## src/rtl/ms_pkg.sv

```systemverilog
// Shared constants and elaboration helpers for the millisecond timebase.
package ms_pkg;

    localparam logic MODE_ONESHOT  = 1'b0;
    localparam logic MODE_PERIODIC = 1'b1;

    function automatic int calc_div(input int clk_hz, input int tick_hz);
        if (tick_hz <= 0) return 0;
        return clk_hz / tick_hz;
    endfunction

    function automatic bit div_ok(input int clk_hz, input int tick_hz);
        if (tick_hz <= 0) return 1'b0;
        return (clk_hz % tick_hz == 0) && (clk_hz >= tick_hz);
    endfunction

    // Minimum 1 bit so single-entry ranges still get a legal vector.
    function automatic int width_of(input int n);
        return (n <= 1) ? 1 : $clog2(n);
    endfunction

endpackage

```

## src/rtl/ms_chan.sv

```systemverilog
// One alarm channel: down-counts ticks and pulses alarm when it reaches terminal count.
module ms_chan
    import ms_pkg::*;
#(
    parameter int WIDTH = 32
) (
    input  logic             clk,
    input  logic             rst,
    input  logic             tick_evt,
    input  logic             load,
    input  logic             stop,
    input  logic [WIDTH-1:0] period,
    input  logic             periodic,
    output logic             alarm,
    output logic             busy
);

    logic [WIDTH-1:0] count_q, count_d;
    logic [WIDTH-1:0] reload_q, reload_d;
    logic             mode_q, mode_d;
    logic             busy_q, busy_d;
    logic             alarm_q, alarm_d;

    always_comb begin
        count_d  = count_q;
        reload_d = reload_q;
        mode_d   = mode_q;
        busy_d   = busy_q;
        alarm_d  = 1'b0;
        // A config write on the tick edge replaces the old count outright.
        if (load) begin
            count_d  = period;
            reload_d = period;
            mode_d   = periodic;
            busy_d   = (period != '0);
        end else if (stop) begin
            busy_d = 1'b0;
        end else if (tick_evt && busy_q) begin
            if (count_q == WIDTH'(1)) begin
                alarm_d = 1'b1;
                if (mode_q == MODE_PERIODIC) begin
                    count_d = reload_q;
                end else begin
                    busy_d = 1'b0;
                end
            end else begin
                count_d = count_q - WIDTH'(1);
            end
        end
    end

    always_ff @(posedge clk or posedge rst) begin
        if (rst) begin
            count_q  <= '0;
            reload_q <= '0;
            mode_q   <= MODE_ONESHOT;
            busy_q   <= 1'b0;
            alarm_q  <= 1'b0;
        end else begin
            count_q  <= count_d;
            reload_q <= reload_d;
            mode_q   <= mode_d;
            busy_q   <= busy_d;
            alarm_q  <= alarm_d;
        end
    end

    assign alarm = alarm_q;
    assign busy  = busy_q;

endmodule

```

## src/rtl/ms_timebase.sv

```systemverilog
// Prescaled tick counter with N_CH programmable alarm channels.
module ms_timebase
    import ms_pkg::*;
#(
    parameter int CLK_HZ  = 2500000,
    parameter int TICK_HZ = 1000,
    parameter int WIDTH   = 32,
    parameter int N_CH    = 4
) (
    input  logic                      clk,
    input  logic                      rst,
    input  logic                      en,
    input  logic                      clr,
    input  logic                      cfg_we,
    input  logic [width_of(N_CH)-1:0] cfg_ch,
    input  logic [WIDTH-1:0]          cfg_period,
    input  logic                      cfg_periodic,
    input  logic                      cfg_stop,
    output logic [WIDTH-1:0]          out,
    output logic                      tick,
    output logic                      wrap,
    output logic [N_CH-1:0]           alarm,
    output logic [N_CH-1:0]           busy
);

    localparam int DIV = calc_div(CLK_HZ, TICK_HZ);
    localparam int PW  = width_of(DIV);
    localparam int CW  = width_of(N_CH);
    localparam logic [PW-1:0] PSC_LAST = PW'(DIV - 1);

    if (!div_ok(CLK_HZ, TICK_HZ)) begin : g_bad_div
        $error("ms_timebase: CLK_HZ/TICK_HZ must be an integer >= 1");
    end

    logic [PW-1:0]    psc_q, psc_d;
    logic [WIDTH-1:0] out_q, out_d;
    logic             tick_q, tick_d;
    logic             wrap_q, wrap_d;
    logic             tick_evt;

    // clr wins over a coincident tick, so channels do not advance on that edge either.
    always_comb begin
        psc_d    = psc_q;
        out_d    = out_q;
        tick_d   = 1'b0;
        wrap_d   = 1'b0;
        tick_evt = 1'b0;
        if (clr) begin
            psc_d = '0;
            out_d = '0;
        end else if (en) begin
            if (psc_q == PSC_LAST) begin
                tick_evt = 1'b1;
                psc_d    = '0;
                out_d    = out_q + WIDTH'(1);
                tick_d   = 1'b1;
                wrap_d   = (out_q == '1);
            end else begin
                psc_d = psc_q + PW'(1);
            end
        end
    end

    always_ff @(posedge clk or posedge rst) begin
        if (rst) begin
            psc_q  <= '0;
            out_q  <= '0;
            tick_q <= 1'b0;
            wrap_q <= 1'b0;
        end else begin
            psc_q  <= psc_d;
            out_q  <= out_d;
            tick_q <= tick_d;
            wrap_q <= wrap_d;
        end
    end

    for (genvar i = 0; i < N_CH; i++) begin : g_ch
        logic hit;
        assign hit = cfg_we && (cfg_ch == CW'(i));

        ms_chan #(
            .WIDTH (WIDTH)
        ) u_chan (
            .clk      (clk),
            .rst      (rst),
            .tick_evt (tick_evt),
            .load     (hit && !cfg_stop),
            .stop     (hit && cfg_stop),
            .period   (cfg_period),
            .periodic (cfg_periodic),
            .alarm    (alarm[i]),
            .busy     (busy[i])
        );
    end

    assign out  = out_q;
    assign tick = tick_q;
    assign wrap = wrap_q;

endmodule

```

## config.mk

```make
export PLATFORM = sky130hd
export DESIGN_NAME = ms_timebase
export DESIGN_NICKNAME = d
export VERILOG_FILES = /design/src/rtl/ms_pkg.sv /design/src/rtl/ms_chan.sv /design/src/rtl/ms_timebase.sv
export SDC_FILE = /design/constraint.sdc
export NUM_CORES = 1
export LEC_CHECK = 0
export BUFFER_PORTS_ARGS = -buffer_cell sky130_fd_sc_hd__buf_2
export CORE_UTILIZATION = 40
export DETAILED_ROUTE_END_ITERATION = 10
export PLACE_DENSITY = 0.56
export SETUP_SLACK_MARGIN = 0.05
export SYNTH_ARGS = -nofsm -noshare
export SYNTH_HDL_FRONTEND = slang
export SYNTH_HIERARCHICAL = 1
export SYNTH_SLANG_ARGS = --single-unit
```

## constraint.sdc

```tcl
create_clock -name clk -period 3.3 [get_ports clk]
set_input_delay 0.165 -clock clk [delete_from_list [all_inputs] [get_ports clk]]
set_output_delay 0.165 -clock clk [all_outputs]
set_load 0.01 [all_outputs]
```

Word level (Yosys, flattened, before mapping):

Cells that the tools add are included.

* add/sub/neg operators: 6
* equality and inequality tests: 21
* muxes and demuxes: 68
* reduce and logical (&&, ||, !) cells: 42

Operators with widths (count)
* 32-bit 2-to-1 mux: 23
* 32-bit by 1-bit equality test with 1-bit output (second input constant): 4
* 32-bit by 1-bit subtractor with 32-bit output (second input constant): 4
* 1-bit 2-to-1 mux: 42
* 12-bit 2-to-1 mux: 3
* 32-bit by 1-bit adder with 32-bit output (second input constant): 1
* 32-bit equality test (second input constant): 1
* 32-bit nonzero test: 1
* 3-bit by 1-bit != test with 1-bit output (second input constant): 8
* 3-bit AND reduction: 8
* 3-bit nonzero test: 8
* 1-bit logical AND: 16
* 12-bit by 1-bit adder with 12-bit output (second input constant): 1
* 12-bit equality test (second input constant): 1
* 2-bit nonzero test: 6
* 2-bit by 1-bit != test with 1-bit output (second input constant): 4
* 2-bit equality test (second input constant): 2
* 2-bit by 1-bit equality test with 1-bit output (second input constant): 1
* 2-bit zero test: 1
* 2-bit AND reduction: 1
* 1-bit zero test: 1

* register bits: 314
* input bits: 41
* output and inout port bits: 42
* word-level logic and storage cells: 161

Longest topological paths before layout:

Gate-level depths: netlist (run 1).

* word-level depth: 8
* depth in mapped cells: 12
* mapped depth without buffers: 10

Hierarchy:

The synthesis (run 1) kept the hierarchy.

By module, submodules not included
* ms_chan at g_ch[0].u_chan ...: times used 3, cells an instance 436, area an instance 3877.5 um^2, sequential area each 1676.6 um^2
* ms_chan at g_ch[3].u_chan: times used 1, cells an instance 393, area an instance 3807.4 um^2, sequential area each 1676.6 um^2
* ms_timebase: times used 1, cells an instance 265, area an instance 2412.3 um^2, sequential area each 1151.1 um^2

Worst setup path before layout (run 1):

Ideal clock, no wire load.

* path kind: reg2reg
* start: reg psc_q[2]
* end: reg g_ch[3].u_chan.count_q[3]
* setup time: 0.078 ns
* arrival time: 2.836 ns
* data required time: 3.222 ns
* setup slack: 0.386 ns
* cell stages (with the launch flop): 11
* buffers on the path: 2
* period minus slack after synthesis: 2.914 ns
* cell sequence: dfrtp_1 > nor4_4 > nand4_2 > buf_1 > nor2_1 > nand3b_1 > and2_1 > a21oi_1 > clkbuf_1 > o21ai_0 > o2bb2ai_1

* cells in the longest elaborated chain, start to end: 7

RTL lines
* start: declaration: RTL line ms_timebase.sv:35 `logic [PW-1:0] psc_q, psc_d;`
* start signal: assignment: RTL line ms_timebase.sv:71 `psc_q <= psc_d;`
* 12-bit equality test: RTL line ms_timebase.sv:52 `if (psc_q == PSC_LAST) begin`
* 1-bit 2-to-1 mux (3 in a row)
* net tick_d: RTL line ms_timebase.sv:37 `logic tick_q, tick_d;`
* 1-bit logical AND: RTL line ms_chan.sv:38 `end else if (tick_evt && busy_q) begin`
* 2-bit nonzero test (no source line)
* 3-bit AND reduction (no source line)
* end signal: assignment: RTL line ms_chan.sv:60 `count_q <= count_d;`
* end: declaration: RTL line ms_chan.sv:18 `logic [WIDTH-1:0] count_q, count_d;`

The timed path passes the listed nets, and every way through them passes these cells.
A chain may end at the register's enable or synchronous reset.

Final worst setup path (run 1):

* start: reg psc_q[2]
* end: reg g_ch[3].u_chan.count_q[0]

The elaborated chain is that of the path after synthesis.

==> run_results.csv, run 1 <==
group,metric,value,unit
outcome,status,"finished clean",
worst_setup_path,cp_data_arrival_time,3390,ps
clock_tree,clk_latency,560,ps
hold_path,worstHoldStart,"cfg_period[0]",
worst_setup_path,reg2reg_to,"g_ch[3].u_chan/count_q[0]",
drt,dr_total_vias,16000,
floorplan,fp.dieW,213,um
clock_tree,clkSinkCount,314,
floorplan,dieHeight,213,um
synth,yosysSeqAreaShare,44.0,%
sta,tns,0,ps
clock_tree,cts-root-buf,"clkbuf_16",
floorplan,num_rows,77,
synth,async_flop_share,100,%
clock_tree,holdBufCountCts,5,
clock_tree,cts_buffers,39,
synth,syn_area_per_cell,9.08,sq um
grt,grt_pass1_wl,89.7,mm
synth,synth_cell_types,79,
hold_path,hold-path-cell-count,3,
final_layout,syn_to_final_growth,13.3,%
drt,drt-pass1-iter-count,5,
grt,grt_usage,25.4,%
synth,synth_cells,1966,
final_layout,final_common_cell,"dfrtp_1",
worst_setup_path,critPathKind,"reg -> reg",
sta,fin_crit_sh,88.8,%
sta,min_period,2930,ps
worst_setup_path,worst_setup_path_start_kind,"flop",
sta,max_slew.worst_pin.slew,963,ps
worst_setup_path,critical_path.max_fanout,13,
final_layout,final_cell_mix,"314 x dfrtp_1, 173 x nand2_1, 164 x o21ai_0",
floorplan,pin_count,83,
final_layout,drive_above_1_share,16.2,%
sta,setup_violations,0,
synth,syn_nets,2017,
worst_setup_path,cp_top_family,"simple AND/OR/NAND/NOR gates",
sta,clock_skew,15.0,ps
synth,ys_ff_latch,314,
placed_design,gp_congestion,0.885,
worst_setup_path,r2r-start,"psc_q[2]",
grt,grt.overflow.total,0,
sta,rsz0062_at_grt,"false",
final_layout,diodes,0,
worst_setup_path,r2r_setup_slack,370,ps
floorplan,die-area,45500,sq um
worst_setup_path,slowest_stage,"dfrtp_1",
worst_setup_path,cpPeakStageDelay,440,ps
flow_run,drv_cap,0,
worst_setup_path,r2r.worst_path.cells,9,
worst_setup_path,cp_cell_sequence,"nor4_4 -> nand4_2 -> nor2_1 -> buf_4 -> nand3b_1 -> and2_1 -> a21oi_2 -> nand2_1 -> o311ai_1",
grt,grt_max_degree,68,
worst_setup_path,cp.required,3760,ps
clock_tree,cts.clk_slew.worst_paths,60,ps
clock_tree,cts_tree,"done",
worst_setup_path,crit_start,"psc_q[2]",
final_layout,final_util,45.8,%
drt,route.detailed.drc,0,
drt,antenna_left,0,
synth,syn_area,17900,sq um
power,peakVddDrop,0.421,mV
worst_setup_path,endpoint_kind,"flop",
sta,report.final.slew_viol_count,0,
synth,yosys_warnings,6,
clock_tree,cts_setup_buffers,0,
clock_tree,htreeDepth,2,
floorplan,initial_utilization,40.5,%
drt,via_per_inst,6.01,
placed_design,portBuffers,82,
grt,antenna_found_initial,1,
synth,synth_edf_count,0,
hold_path,hold-path-endpoint,"g_ch[3].u_chan/reload_q[0]",
power,power,11.6,mW
clock_tree,cts_max_path_buffers,3,
final_layout,num-nets-final,2088,
sta,final-hold-violation-count,0,
drt,drtIter0Drc,1420,
placed_design,detailed_place_hpwl,37.3,mm
drt,routed_wl,57.2,mm
drt,routedWlPerCell,21.5,um
clock_tree,cts_resized,0,
floorplan,coreArea,44100,sq um
worst_setup_path,crit_cells,9,
worst_setup_path,crit_buf_inv,1,
power,leakage,8.29,nW
synth,synthFlopType,"dfrtp_1",
sta,relSlewSlack,35.7,%
hold_path,hp-class,"in -> reg",
grt,grt_pass1_vias,15200,
sta,max_freq,341,MHz
power,p_per_area,572,nW/um^2
## worst register-to-register path, stage by stage, from the launching register on
cell      delay (ps)
dfrtp_1          440
nor4_4           380
nand4_2          150
nor2_1           120
buf_4            240
nand3b_1         190
and2_1           240
a21oi_2          430
nand2_1          350
o311ai_1         300
## state kept, by name (all words and copies together), names as in the netlist
| name | cells |
|---|---|
| g_ch.u_chan/alarm | 4 |
| g_ch.u_chan/busy | 4 |
| g_ch.u_chan/count_q | 128 |
| g_ch.u_chan/mode_q | 4 |
| g_ch.u_chan/reload_q | 128 |
| out | 32 |
| psc_q | 12 |
| tick | 1 |
| wrap | 1 |
## cell type report
cell class                 count  area, sq um
timing repair buffer         151          941
fill                        4368        23900
sequential                   314         7860
inverter                     103          387
multi-input combinational   1428         9060
clock buffer                  55         1120
tap                          592          741
clock inverter                16          125
## per-stage QoR
| step | cell area, sq um | instances | hold WS, ps | setup slack [ps] |
|---|---|---|---|---|
| after floorplan | 17900 | 1966 | 286 | 386 |
| after global placement | 18900 | 2583 | 321 | 446 |
| after detailed placement | 18900 | 2583 | 332 | 392 |
| after CTS | 20200 | 2659 | 40.9 | 382 |
| after global routing | 20200 | 2659 | 67.7 | 160 |
| final | 20200 | 2659 | 75.6 | 369 |
## worst max-delay path by stage
stage / endpoint / slack [ps]
finish: g_ch[3].u_chan/count_q[0] / 370
global route: g_ch[3].u_chan/count_q[0] / 160
CTS: g_ch[3].u_chan/count_q[0] / 380
detailed placement: g_ch[0].u_chan/count_q[1] / 390
global placement: g_ch[3].u_chan/count_q[0] / 450
floorplan: g_ch[3].u_chan/count_q[3] / 390
## logic make-up after synthesis
| logic type | after synthesis | share of synthesized area (%) |
|---|---|---|
| XOR/XNOR | 70 | 3.43 |
| multiplexers | 82 | 5.07 |
| buffers and inverters | 224 | 5.42 |
| AND/OR/NAND/NOR | 752 | 22.6 |
| adder cells (fa/ha/maj) | 10 | 0.701 |
| AO/OA/AOI/OAI | 514 | 18.8 |
| flip-flops | 314 | 44.0 |
## Yosys cell counts (all sizes together) (7+ instances only)
library cell  number  area [sq um]
dfrtp            314          7860
o21ai            192           961
nand2            174           656
nor2             157           597
inv              100           375
nor3              88           460
clkbuf            80           330
nor4              71           504
mux2              67           754
nand3             59           295
nand4             52           414
xnor2             50           438
a21oi             49           245
o211ai            43           323
buf               41           252
a31oi             37           231
a211oi            35           263
or3               31           204
a22oi             21           158
and2              21           131
xor2              20           175
and3              18           115
and4              18           165
mux2i             15           150
or4               14           113
a221o             13           130
o22ai             13          81.3
o31ai             12          90.1
a21o              10          75.1
a32oi             10          87.6
ha                10           125
o311ai             9          78.8
nand2b             8          50.1
nor2b              8          50.1
nor3b              8          60.1
o2bb2ai            8          70.1
o41ai              8          77.6
a2bb2oi            7          61.3
nor4b              7          61.3
## per-layer routing
layer | vias to the layer above | GRT usage, % | share of wire (%)
li1 | 7420 | - | -
met1 | 7878 | 36.2 | 45
met2 | 587 | 39.4 | 45
met3 | 106 | 3.41 | 6.4
met4 | 0 | 9.09 | 2.9
met5 | - | 0 | 0
## power by group
group | switching, mW | internal, mW | total (mW)
registers | 0.718 | 4.56 | 5.27
logic | 1.19 | 0.933 | 2.12
clock network | 1.73 | 2.45 | 4.18
total | 3.63 | 7.94 | 11.6
No activity file was read; power rests on OpenSTA's default activity.
==> run 2, diff against run 1 <==
- CORE_ASPECT_RATIO: not set -> 1.75
- SYNTH_HIERARCHICAL: 1 -> not set
==> run 2 against run 1 <==
Clock skew up 14 ps; non-clock buffer count is 65 higher; area after synthesis fell by 4.7%; power fell by 6.4%; sequential power fell by 4.2%; register-to-register slack worse by 40 ps; sequential share of layout area increased by 0.54 points; largest power group unchanged.
==> run_results.csv, run 2 <==
group,metric,value,unit
outcome,status,"finished clean",
synth,synth_top_cell_by_area,"dfrtp_1",
worst_setup_path,cpPeakStageDelay,680,ps
worst_setup_path,critPathKind,"reg -> reg",
hold_path,hp-class,"in -> reg",
sta,fin_crit_sh,89.9,%
synth,synthFlopType,"dfrtp_1",
sta,clock_skew,29.3,ps
synth,synth_cells,2018,
synth,syn_area,17000,sq um
floorplan,dieHeight,275,um
worst_setup_path,endpoint_kind,"flop",
sta,tns,0,ps
clock_tree,cts.clk_slew.worst_paths,70,ps
worst_setup_path,r2r.worst_path.cells,9,
synth,syn_nets,2069,
worst_setup_path,critical_path.max_fanout,19,
synth,synth_compound_area_share,16.3,%
worst_setup_path,cp_data_arrival_time,3420,ps
worst_setup_path,cp_top_family,"simple AND/OR/NAND/NOR gates",
synth,yosys_warnings,0,
synth,synth_edf_count,0,
placed_design,place_ws,371,ps
sta,max_slew.worst_pin.slew,1120,ps
clock_tree,cts-root-buf,"clkbuf_16",
floorplan,pin_count,83,
final_layout,final_common_cell,"nand2_1",
sta,worst_slack,332,ps
clock_tree,clkSinkCount,314,
sta,setup_violations,0,
synth,synth_top_area_share,46.2,%
sta,rsz0062_at_grt,"false",
drt,dr_total_vias,16000,
worst_setup_path,r2r-start,"psc_q[0]",
drt,antenna_left,0,
drt,routedWlPerCell,21.4,um
synth,muxShareOfSynthArea,1.12,%
power,power,10.8,mW
drt,route.detailed.drc,0,
grt,antenna_found_initial,4,
placed_design,gp_congestion,0.951,
synth,synth_cell_types,68,
final_layout,syn_to_final_growth,17.2,%
grt,grt.overflow.total,0,
synth,yosysSeqAreaShare,46.2,%
synth,synth_top_family_by_area,"simple AND/OR/NAND/NOR gates",
clock_tree,cts_tree,"done",
synth,synth_most_common_cell,"nand2_1",
synth,async_flop_share,100,%
clock_tree,htreeDepth,1,
placed_design,portBuffers,82,
worst_setup_path,slowest_stage,"or4b_2",
clock_tree,cts_max_path_buffers,3,
worst_setup_path,cp.required,3750,ps
synth,synth_common_cells,"495 x nand2_1, 314 x dfrtp_1, 148 x nor2_1, 114 x o21ai_0, 90 x nand3_1",
synth,ys_ff_latch,314,
synth,synth-simple-area-share,28.6,%
floorplan,die-area,43400,sq um
power,leakage,8.94,nW
grt,grt_pass1_wl,90.4,mm
synth,synth_xor_area_share,3.71,%
floorplan,initial_utilization,40.7,%
grt,grt_max_degree,95,
sta,min_period,2970,ps
floorplan,coreArea,41900,sq um
clock_tree,cts_resized,0,
power,peakVddDrop,0.429,mV
final_layout,finish.instance_area,20000,sq um
sta,max_freq,337,MHz
drt,drt-pass1-iter-count,5,
flow_run,drv_cap,0,
worst_setup_path,r2r_setup_slack,330,ps
clock_tree,cts_buffers,31,
synth,syn_area_per_cell,8.43,sq um
final_layout,final_cell_mix,"494 x nand2_1, 314 x dfrtp_1, 146 x nor2_1",
placed_design,post_dp_cell_area,18500,sq um
worst_setup_path,crit_cells,9,
sta,final-hold-violation-count,0,
worst_setup_path,crit_start,"psc_q[0]",
floorplan,num_rows,99,
grt,grt_pass1_vias,15800,
drt,via_per_inst,5.85,
grt,grt_usage,27.5,%
synth,synthAdderAreaFrac,0.735,%
final_layout,num-nets-final,2210,
worst_setup_path,critPathCapture,"g_ch[2].u_chan.count_q[6]",
drt,routed_wl,58.7,mm
synth,synthTopCellsByArea,"dfrtp_1 46%, nand2_1 11%, o21ai_0 3.4%",
worst_setup_path,worst_setup_path_start_kind,"flop",
worst_setup_path,cp_cell_sequence,"ha_1 -> or4b_2 -> nor4_1 -> buf_4 -> and2_1 -> o2bb2ai_2 -> buf_12 -> o21ai_0 -> o311ai_0",
clock_tree,clk_latency,610,ps
floorplan,fp.dieW,158,um
drt,drtIter0Drc,1068,
sta,relSlewSlack,25.5,%
power,p_per_area,543,nW/um^2
placed_design,detailed_place_hpwl,41.3,mm
final_layout,drive_above_1_share,12.2,%
worst_setup_path,crit_buf_inv,2,
worst_setup_path,reg2reg_to,"g_ch[2].u_chan.count_q[6]",
sta,report.final.slew_viol_count,0,
clock_tree,cts_setup_buffers,0,
-- run 2: tightest hold or removal path: cells and delay by family --
kind	cells	cell delay [ps]
buf+inv	1	130
simple gates	2	240
compound gates	1	110
-- run 2: timing repair --
action                                  4_1_cts  5_1_grt
endpoints found under the setup margin        0        0
endpoints found under the hold margin       191        0
hold buffers                                 37        0
-- run 2: report_power, final --
| part | total, mW | internal (mW) | switching [mW] | leakage (nW) |
|---|---|---|---|---|
| clock | 3.82 | 2.15 | 1.66 | 0.527 |
| combinational | 1.96 | 0.787 | 1.17 | 4.42 |
| sequential | 5.05 | 4.46 | 0.598 | 3.99 |
| total | 10.8 | 7.39 | 3.43 | 8.94 |
-- run 2: per-stage QoR --
stage	instances	hold slack [ps]	util, %
floorplan	2018	270	-
detailed placement	2644	244	44.2
finish	2739	91.4	47.7
CTS	2738	54.5	47.7
global placement	2644	244	44.2
global route	2738	95.6	47.7
-- run 2: area by class of cell --
cell class	instances	area (sq um)
fill	4160	21900
timing repair buffer	216	1560
inverter	29	113
antenna	1	2.50
clock buffer	37	848
tap	555	694
sequential	314	7860
multi-input combinational	1567	8650
clock inverter	20	229
-- run 2: cells by family (layout without fill, tap and decap cells) --
kind of cell,after synthesis,in the layout
xor gates and xnor gates,72,72
DFF,314,314
muxes,19,19
and+or+nand+nor,1044,1044
other,0,1
AOI/OAI and AO/OA,422,422
adders and majority gates,10,10
buffers and inverters,137,302
-- run 2: worst min-delay path by stage --
stage | slack, ps | to | startpoint | depth (start not counted)
2_1_floorplan | 270 | g_ch[0].u_chan.reload_q[11] | cfg_period[11] | 2
3_3_place_gp | 240 | g_ch[0].u_chan.count_q[0] | rst | 2
3_5_place_dp | 240 | g_ch[0].u_chan.count_q[0] | rst | 2
4_1_cts | 50 | g_ch[3].u_chan.busy | cfg_we | 4
5_1_grt | 100 | g_ch[3].u_chan.busy | cfg_we | 4
6_report | 90 | g_ch[3].u_chan.busy | cfg_we | 4
-- run 2: routing by layer --
layer | GRT usage [%] | part of all wire (%) | vias to the layer above
met3 | 3.17 | 4.9 | 165
met4 | 16.2 | 5.9 | 6
met1 | 32.1 | 39 | 7839
met5 | 0 | 0.065 | -
li1 | - | - | 7508
met2 | 48.0 | 50 | 517
